## src/rtl/oam_dma.sv

```systemverilog
// OAM DMA engine: copies LEN bytes from a CPU-selected source page into OAM,
// one byte per CPU M-cycle, restartable by a write to FF46 at any time.
module oam_dma #(
    parameter int LEN = 160
) (
    input  logic        clk,
    input  logic        rst,
    input  logic        tick,
    input  logic        reg_write,
    input  logic [7:0]  reg_in,
    output logic [7:0]  reg_out,
    output logic        active,
    output logic [15:0] src_addr,
    input  logic [7:0]  src_data,
    output logic [7:0]  oam_addr,
    output logic [7:0]  oam_in,
    output logic        oam_write
);

    typedef enum logic [1:0] {
        S_IDLE = 2'd0,
        S_ARM  = 2'd1,
        S_XFER = 2'd2
    } state_t;

    localparam logic [7:0] LAST_IDX = 8'(LEN - 1);

    state_t     r_state;
    state_t     w_next_state;
    logic [7:0] r_idx;
    logic [7:0] r_page;
    logic [7:0] r_reg_out;
    logic       r_restart;
    logic       w_load;
    logic       w_last;

    // Pages E0..FF alias work RAM through the echo region.
    function automatic logic [7:0] fold_page(input logic [7:0] v);
        if (v >= 8'hE0) begin
            return v - 8'h20;
        end else begin
            return v;
        end
    endfunction

    assign w_load  = reg_write & tick;
    assign w_last  = (r_idx == LAST_IDX);
    assign reg_out = r_reg_out;

    // State register
    always_ff @(posedge clk or negedge rst) begin
        if (!rst) begin
            r_state <= S_IDLE;
        end else begin
            r_state <= w_next_state;
        end
    end

    // Next-state logic; a CPU write always wins, even over the final byte
    always_comb begin
        w_next_state = r_state;
        if (w_load) begin
            w_next_state = S_ARM;
        end else if (tick) begin
            case (r_state)
                S_IDLE:  w_next_state = S_IDLE;
                S_ARM:   w_next_state = S_XFER;
                S_XFER:  w_next_state = w_last ? S_IDLE : S_XFER;
                default: w_next_state = S_IDLE;
            endcase
        end else begin
            w_next_state = r_state;
        end
    end

    // Index, page, readback register and restart flag
    always_ff @(posedge clk or negedge rst) begin
        if (!rst) begin
            r_idx     <= 8'd0;
            r_page    <= 8'h00;
            r_reg_out <= 8'hFF;
            r_restart <= 1'b0;
        end else if (w_load) begin
            r_reg_out <= reg_in;
            r_page    <= fold_page(reg_in);
            r_idx     <= 8'd0;
            // Bus stays owned across an ARM that interrupts a running copy.
            r_restart <= (r_state == S_XFER) | ((r_state == S_ARM) & r_restart);
        end else if (tick) begin
            case (r_state)
                S_ARM: begin
                    r_idx     <= 8'd0;
                    r_restart <= 1'b0;
                end
                S_XFER: begin
                    r_idx <= w_last ? 8'd0 : r_idx + 8'd1;
                end
                default: begin
                    r_idx <= r_idx;
                end
            endcase
        end
    end

    // Output decode
    always_comb begin
        active    = 1'b0;
        src_addr  = 16'h0000;
        oam_addr  = 8'h00;
        oam_in    = 8'h00;
        oam_write = 1'b0;
        case (r_state)
            S_XFER: begin
                active    = 1'b1;
                src_addr  = {r_page, r_idx};
                oam_addr  = r_idx;
                oam_in    = src_data;
                oam_write = tick;
            end
            S_ARM: begin
                active = r_restart;
            end
            default: begin
                active = 1'b0;
            end
        endcase
    end

endmodule

```

## config.mk

```make
export PLATFORM = sky130hd
export DESIGN_NAME = oam_dma
export DESIGN_NICKNAME = d
export VERILOG_FILES = /design/src/rtl/oam_dma.sv
export SDC_FILE = /design/constraint.sdc
export NUM_CORES = 1
export LEC_CHECK = 0
export CAP_MARGIN = 10
export CORE_ASPECT_RATIO = 0.9
export CORE_UTILIZATION = 61
export DETAILED_ROUTE_END_ITERATION = 10
export DONT_BUFFER_PORTS = 1
export PLACE_DENSITY_LB_ADDON = 0.2
export SLEW_MARGIN = 10
export SYNTH_ARGS = -nofsm -noshare
export SYNTH_HDL_FRONTEND = slang
export SYNTH_SLANG_ARGS = --single-unit
```

## constraint.sdc

```tcl
create_clock -name clk -period 2.3 [get_ports clk]
set_input_delay 0.46 -clock clk [delete_from_list [all_inputs] [get_ports clk]]
set_output_delay 0.46 -clock clk [all_outputs]
set_load 0.005 [all_outputs]
```

**Word-level counts from Yosys, hierarchy flattened**

Cells that the tools add are included.

- $add $sub $neg: 2
- Muxes and demuxes: 17
- Bitwise logic cells: 3
- Reduce and logical (&&, ||, !) cells: 5
- Magnitude comparators: 1
- Equality and inequality tests: 3

Operators with widths:

| cell | number |
|---|---|
| two-way mux 8 bit | 6 |
| two-way mux 16 bit | 1 |
| case mux 8 bit (2 select lines) | 1 |
| adder 8 x 1 -> 8 bit (second input constant) | 1 |
| equality test 8 bit (second input constant) | 1 |
| greater-or-equal comparator 8 bit (second input constant) | 1 |
| subtractor 8 x 6 -> 8 bit (second input constant) | 1 |
| two-way mux 2 bit | 3 |
| two-way mux 1 bit | 4 |
| case mux 2 bit (2 select lines) | 1 |
| AND reduction 2 bit | 2 |
| nonzero test 2 bit | 2 |
| nonzero test 3 bit | 1 |
| bitwise AND 1 bit | 2 |
| equality test 2 x 1 -> 1 bit (second input constant) | 1 |
| equality test 2 bit (second input constant) | 1 |
| case mux 1 bit (2 select lines) | 1 |
| bitwise OR 1 bit | 1 |

- Bits in registers: 27
- Output and inout bits: 42

**Longest topological paths before layout**

- Depth in word-level cells: 5
- Gate-level depth with buffers: 7

**Worst setup path before layout**

Ideal clock, no wire load.

- Path type: register to output
- Start point: register r_state[0]
- End point: output port src_addr[3]
- Slack: 0.508 ns
- Arrival: 1.332 ns
- Cell stages (with the launch flop): 7
- Path buffers: 3
- Data required time: 1.840 ns
- Cell sequence: dfrtp_1 > inv_1 > ha_1 > clkbuf_1 > clkbuf_1 > and2_1 > buf_4

- Cells in the longest elaborated chain, start to end: 2

RTL lines:

| element | RTL line | text |
|---|---|---|
| from (decl) | 28 | `state_t r_state;` |
| from (signal assigned) | 55 | `r_state <= w_next_state;` |
| equality test 2 bit | 112 | `case (r_state)` |
| two-way mux 16 bit | 112 |  |
| to (decl) | 13 | `output logic [15:0] src_addr,` |

Every way passes these cells.

**Worst setup path after layout**

- Start point: register r_state[0]
- End point: output port src_addr[0]

The elaborated chain is that of the path after synthesis.

==> results.py <==
metrics = {
    "outcome": {
        "status": "finished clean",
    },
    "clock_network": {
        "root_buffer": "clkbuf_4",
        "htreeDepth": 1,
        "cts-resized-gates": 0,
        "ctsHoldBuffers": 2,
        "cts_buffers": 3,
        "cts.reportedPaths.clkPinSlew_ns": 0.16,
        "clock_path_buffers": 2,
        "cts_sinks": 27,
        "post-cts-setup-buffer-count": 0,
        "clock_latency_ns": 0.34,
        "tritoncts": "yes",
    },
    "detailed_routing": {
        "wl_per_cell_microns": 15.15,
        "dr.first_iter.drc_count": 19,
        "drt-pass1-iter-count": 4,
        "antenna_left": 0,
        "viasPerCell": 5.870,
        "routed_wl_mm": 2.924,
        "drc": 0,
        "num_vias": 1133,
    },
    "worst_hold_path": {
        "holdPathEnd": "reg_out[7]",
        "worstHoldStart": "reg_in[7]",
        "worstHoldPathCells": 2,
        "min_path_type": "primary input to flip-flop",
    },
    "synth": {
        "synth_top_family_by_area": "simple AND/OR/NAND/NOR gates",
        "muxShareOfSynthArea_pct": 0.7550,
        "post_synth_xor_area_fraction_pct": 0,
        "syn_nets": 199,
        "async_reset_ff_share_pct": 100.0,
        "synth_compound_area_share_pct": 10.49,
        "synth_ff_type": "dfrtp_1",
        "synthAdderAreaFrac_pct": 3.356,
        "ys_warn_count": 0,
        "synthCells": 175,
        "synthesis.area_sq_um": 1491,
        "synth_common_cells": "nand2_1, and2_1, dfrtp_1",
        "synth_most_common_cell": "nand2_1",
        "synth_edf_count": 0,
        "synthSimpleGateAreaFrac_pct": 31.63,
        "synth_area_leaders": "dfrtp_1, dfstp_2, and2_1",
        "synth.ff_latch_count": 27,
        "seq_area_frac_synth_pct": 45.97,
        "synthDistinctLibCells": 30,
        "synth_top_area_share_pct": 31.88,
        "synth_top_cell_by_area": "dfrtp_1",
        "syn_avg_cell_area_sq_um": 8.522,
    },
    "sta": {
        "relSlewSlack_pct": 54.46,
        "hold_viol_final": 0,
        "finalClockSkew_ns": 0.009926,
        "setup_viol": 0,
        "finalMaxSlewViolations": 0,
        "worst_slew_pin_slew_ns": 0.6814,
        "clock.fmax_ghz": 0.5132,
        "whs_ns": 0.1818,
        "rsz0062_at_grt": "no",
        "setup-tns-final_ns": 0,
        "finalCritPeriodShare_pct": 84.72,
        "fin_crit_ns": 1.949,
    },
    "die": {
        "die_x_microns": 54.12,
        "dieArea_sq_um": 2647,
        "core-area_sq_um": 2242,
        "io_pins": 62,
        "core.rowCount": 16,
        "initial_core_util_pct": 66.52,
        "die_h_microns": 48.91,
    },
    "cells_and_area": {
        "diodes": 0,
        "drive_above_1_share_pct": 10.24,
        "area.growth.synth_to_final_pct": 0.8388,
        "fin_area_sq_um": 1504,
        "final_core_util_pct": 67.08,
        "nets": 191,
    },
    "global_route": {
        "grt_pass1_wl_mm": 4.857,
        "grt_pass1_vias": 1132,
        "grt_overflow": 0,
        "antenna_found_initial": 0,
        "grt.total_usage_pct": 24.63,
        "grt_max_degree": 32,
    },
    "critical_path": {
        "r2r-start": "r_state[0]",
        "cp_slowest_cell": "dfrtp_1",
        "worstPathCellList": "inv_1 > ha_1 > buf_4 > and2_1",
        "path_class": "flip-flop to output pin",
        "required_ns": 1.84,
        "slowest_delay_ns": 0.41,
        "ff2ff_setup_slack_ns": 0.61,
        "arrival_ns": 1.49,
        "startpoint_type": "flip-flop",
        "r2r.worst_path.cells": 6,
        "r2r-end": "r_idx[0]",
        "path_max_fanout": 31,
        "cp-end-kind": "output pin",
    },
    "pwr": {
        "p_leak_uw": 0.0007408,
        "ir_drop_mv": 0.5983,
        "power.total_uw": 894.3,
        "power_per_cell_area_nw_per_um2": 594.6,
    },
    "run": {
        "maxCapViolations": 0,
    },
    "place": {
        "routabilityCongestion": 0.8748,
        "place_area_sq_um": 1443,
        "port_buffers": 0,
        "hpwl_mm": 2.026,
    },
}
==> kinds of logic after synthesis <==
group / after synthesis
AO/OA/AOI/OAI: 24
multiplexers: 1
buffers and inverters: 22
adder cells (fa/ha/maj): 4
flip-flops: 27
AND/OR/NAND/NOR: 97
==> report_power, final <==
| part | internal [uW] | switching, uW |
|---|---|---|
| combinational | 44.5 | 70.2 |
| clock | 71.0 | 151 |
| sequential | 530 | 27.8 |
| total | 646 | 249 |
==> per-stage QoR <==
stage | setup WS, ns | instances
3_5_place_dp | 0.6491 | 187
2_1_floorplan | 0.5076 | 175
4_1_cts | 0.3402 | 193
5_1_grt | 0.2003 | 193
6_report | 0.3513 | 193
3_3_place_gp | 0.6977 | 187
==> critical path, delay by kind of cell (launching register included) <==
kind | cells | cell delay [ns]
AND/OR/NAND/NOR | 1 | 0.25
adder cells (fa/ha/maj) | 1 | 0.16
flip-flops | 1 | 0.41
buffers and inverters | 2 | 0.33
==> cell usage in the layout (no fill, tap or decap), types with 4 or more instances in the layout <==
| master | Yosys | final |
|---|---|---|
| a21oi_1 | 4 | 4 |
| and2_1 | 27 | 27 |
| dfrtp_1 | 19 | 19 |
| dfstp_2 | 8 | 8 |
| ha_1 | 4 | 4 |
| inv_1 | 5 | 5 |
| nand2_1 | 44 | 44 |
| nand3_1 | 10 | 10 |
| nor2_1 | 6 | 6 |
| o21ai_0 | 9 | 9 |
==> metal layers <==
layer	routed length [microns]	track usage, %	vias to the layer above
met5	0	0	-
met4	25	5.556	0
met3	175	7.165	4
met2	1372	40.04	38
met1	1351	31.89	541
li1	-	-	550
==> flip-flops by register name, summed over array words and instances (netlist names) <==
name	flops
r_idx	8
r_page	8
reg_out	8
r_state	2
r_restart	1
==> final cells by class <==
class | instances | area (sq um)
clock buffers | 3 | 22.52
multi-input cells | 126 | 689.4
flip-flops and latches | 27 | 685.7
repair buffers | 4 | 45.04
clock inverters | 1 | 8.758
inverters | 5 | 18.77
fillers | 190 | 738.2
well taps | 27 | 33.78
==> how the worst max path moves through the flow <==
stage / start / end / slack, ns / cells after the start
after global placement: r_state[0] / r_idx[0] / 0.70 / 6
after detailed placement: r_state[0] / r_idx[0] / 0.65 / 6
final: r_state[0] / src_addr[0] / 0.35 / 4
after global routing: r_state[0] / src_addr[0] / 0.20 / 4
after CTS: r_state[0] / src_addr[0] / 0.34 / 4
after floorplan: r_state[0] / src_addr[3] / 0.51 / 6
(Power assumes the default switching activity.)
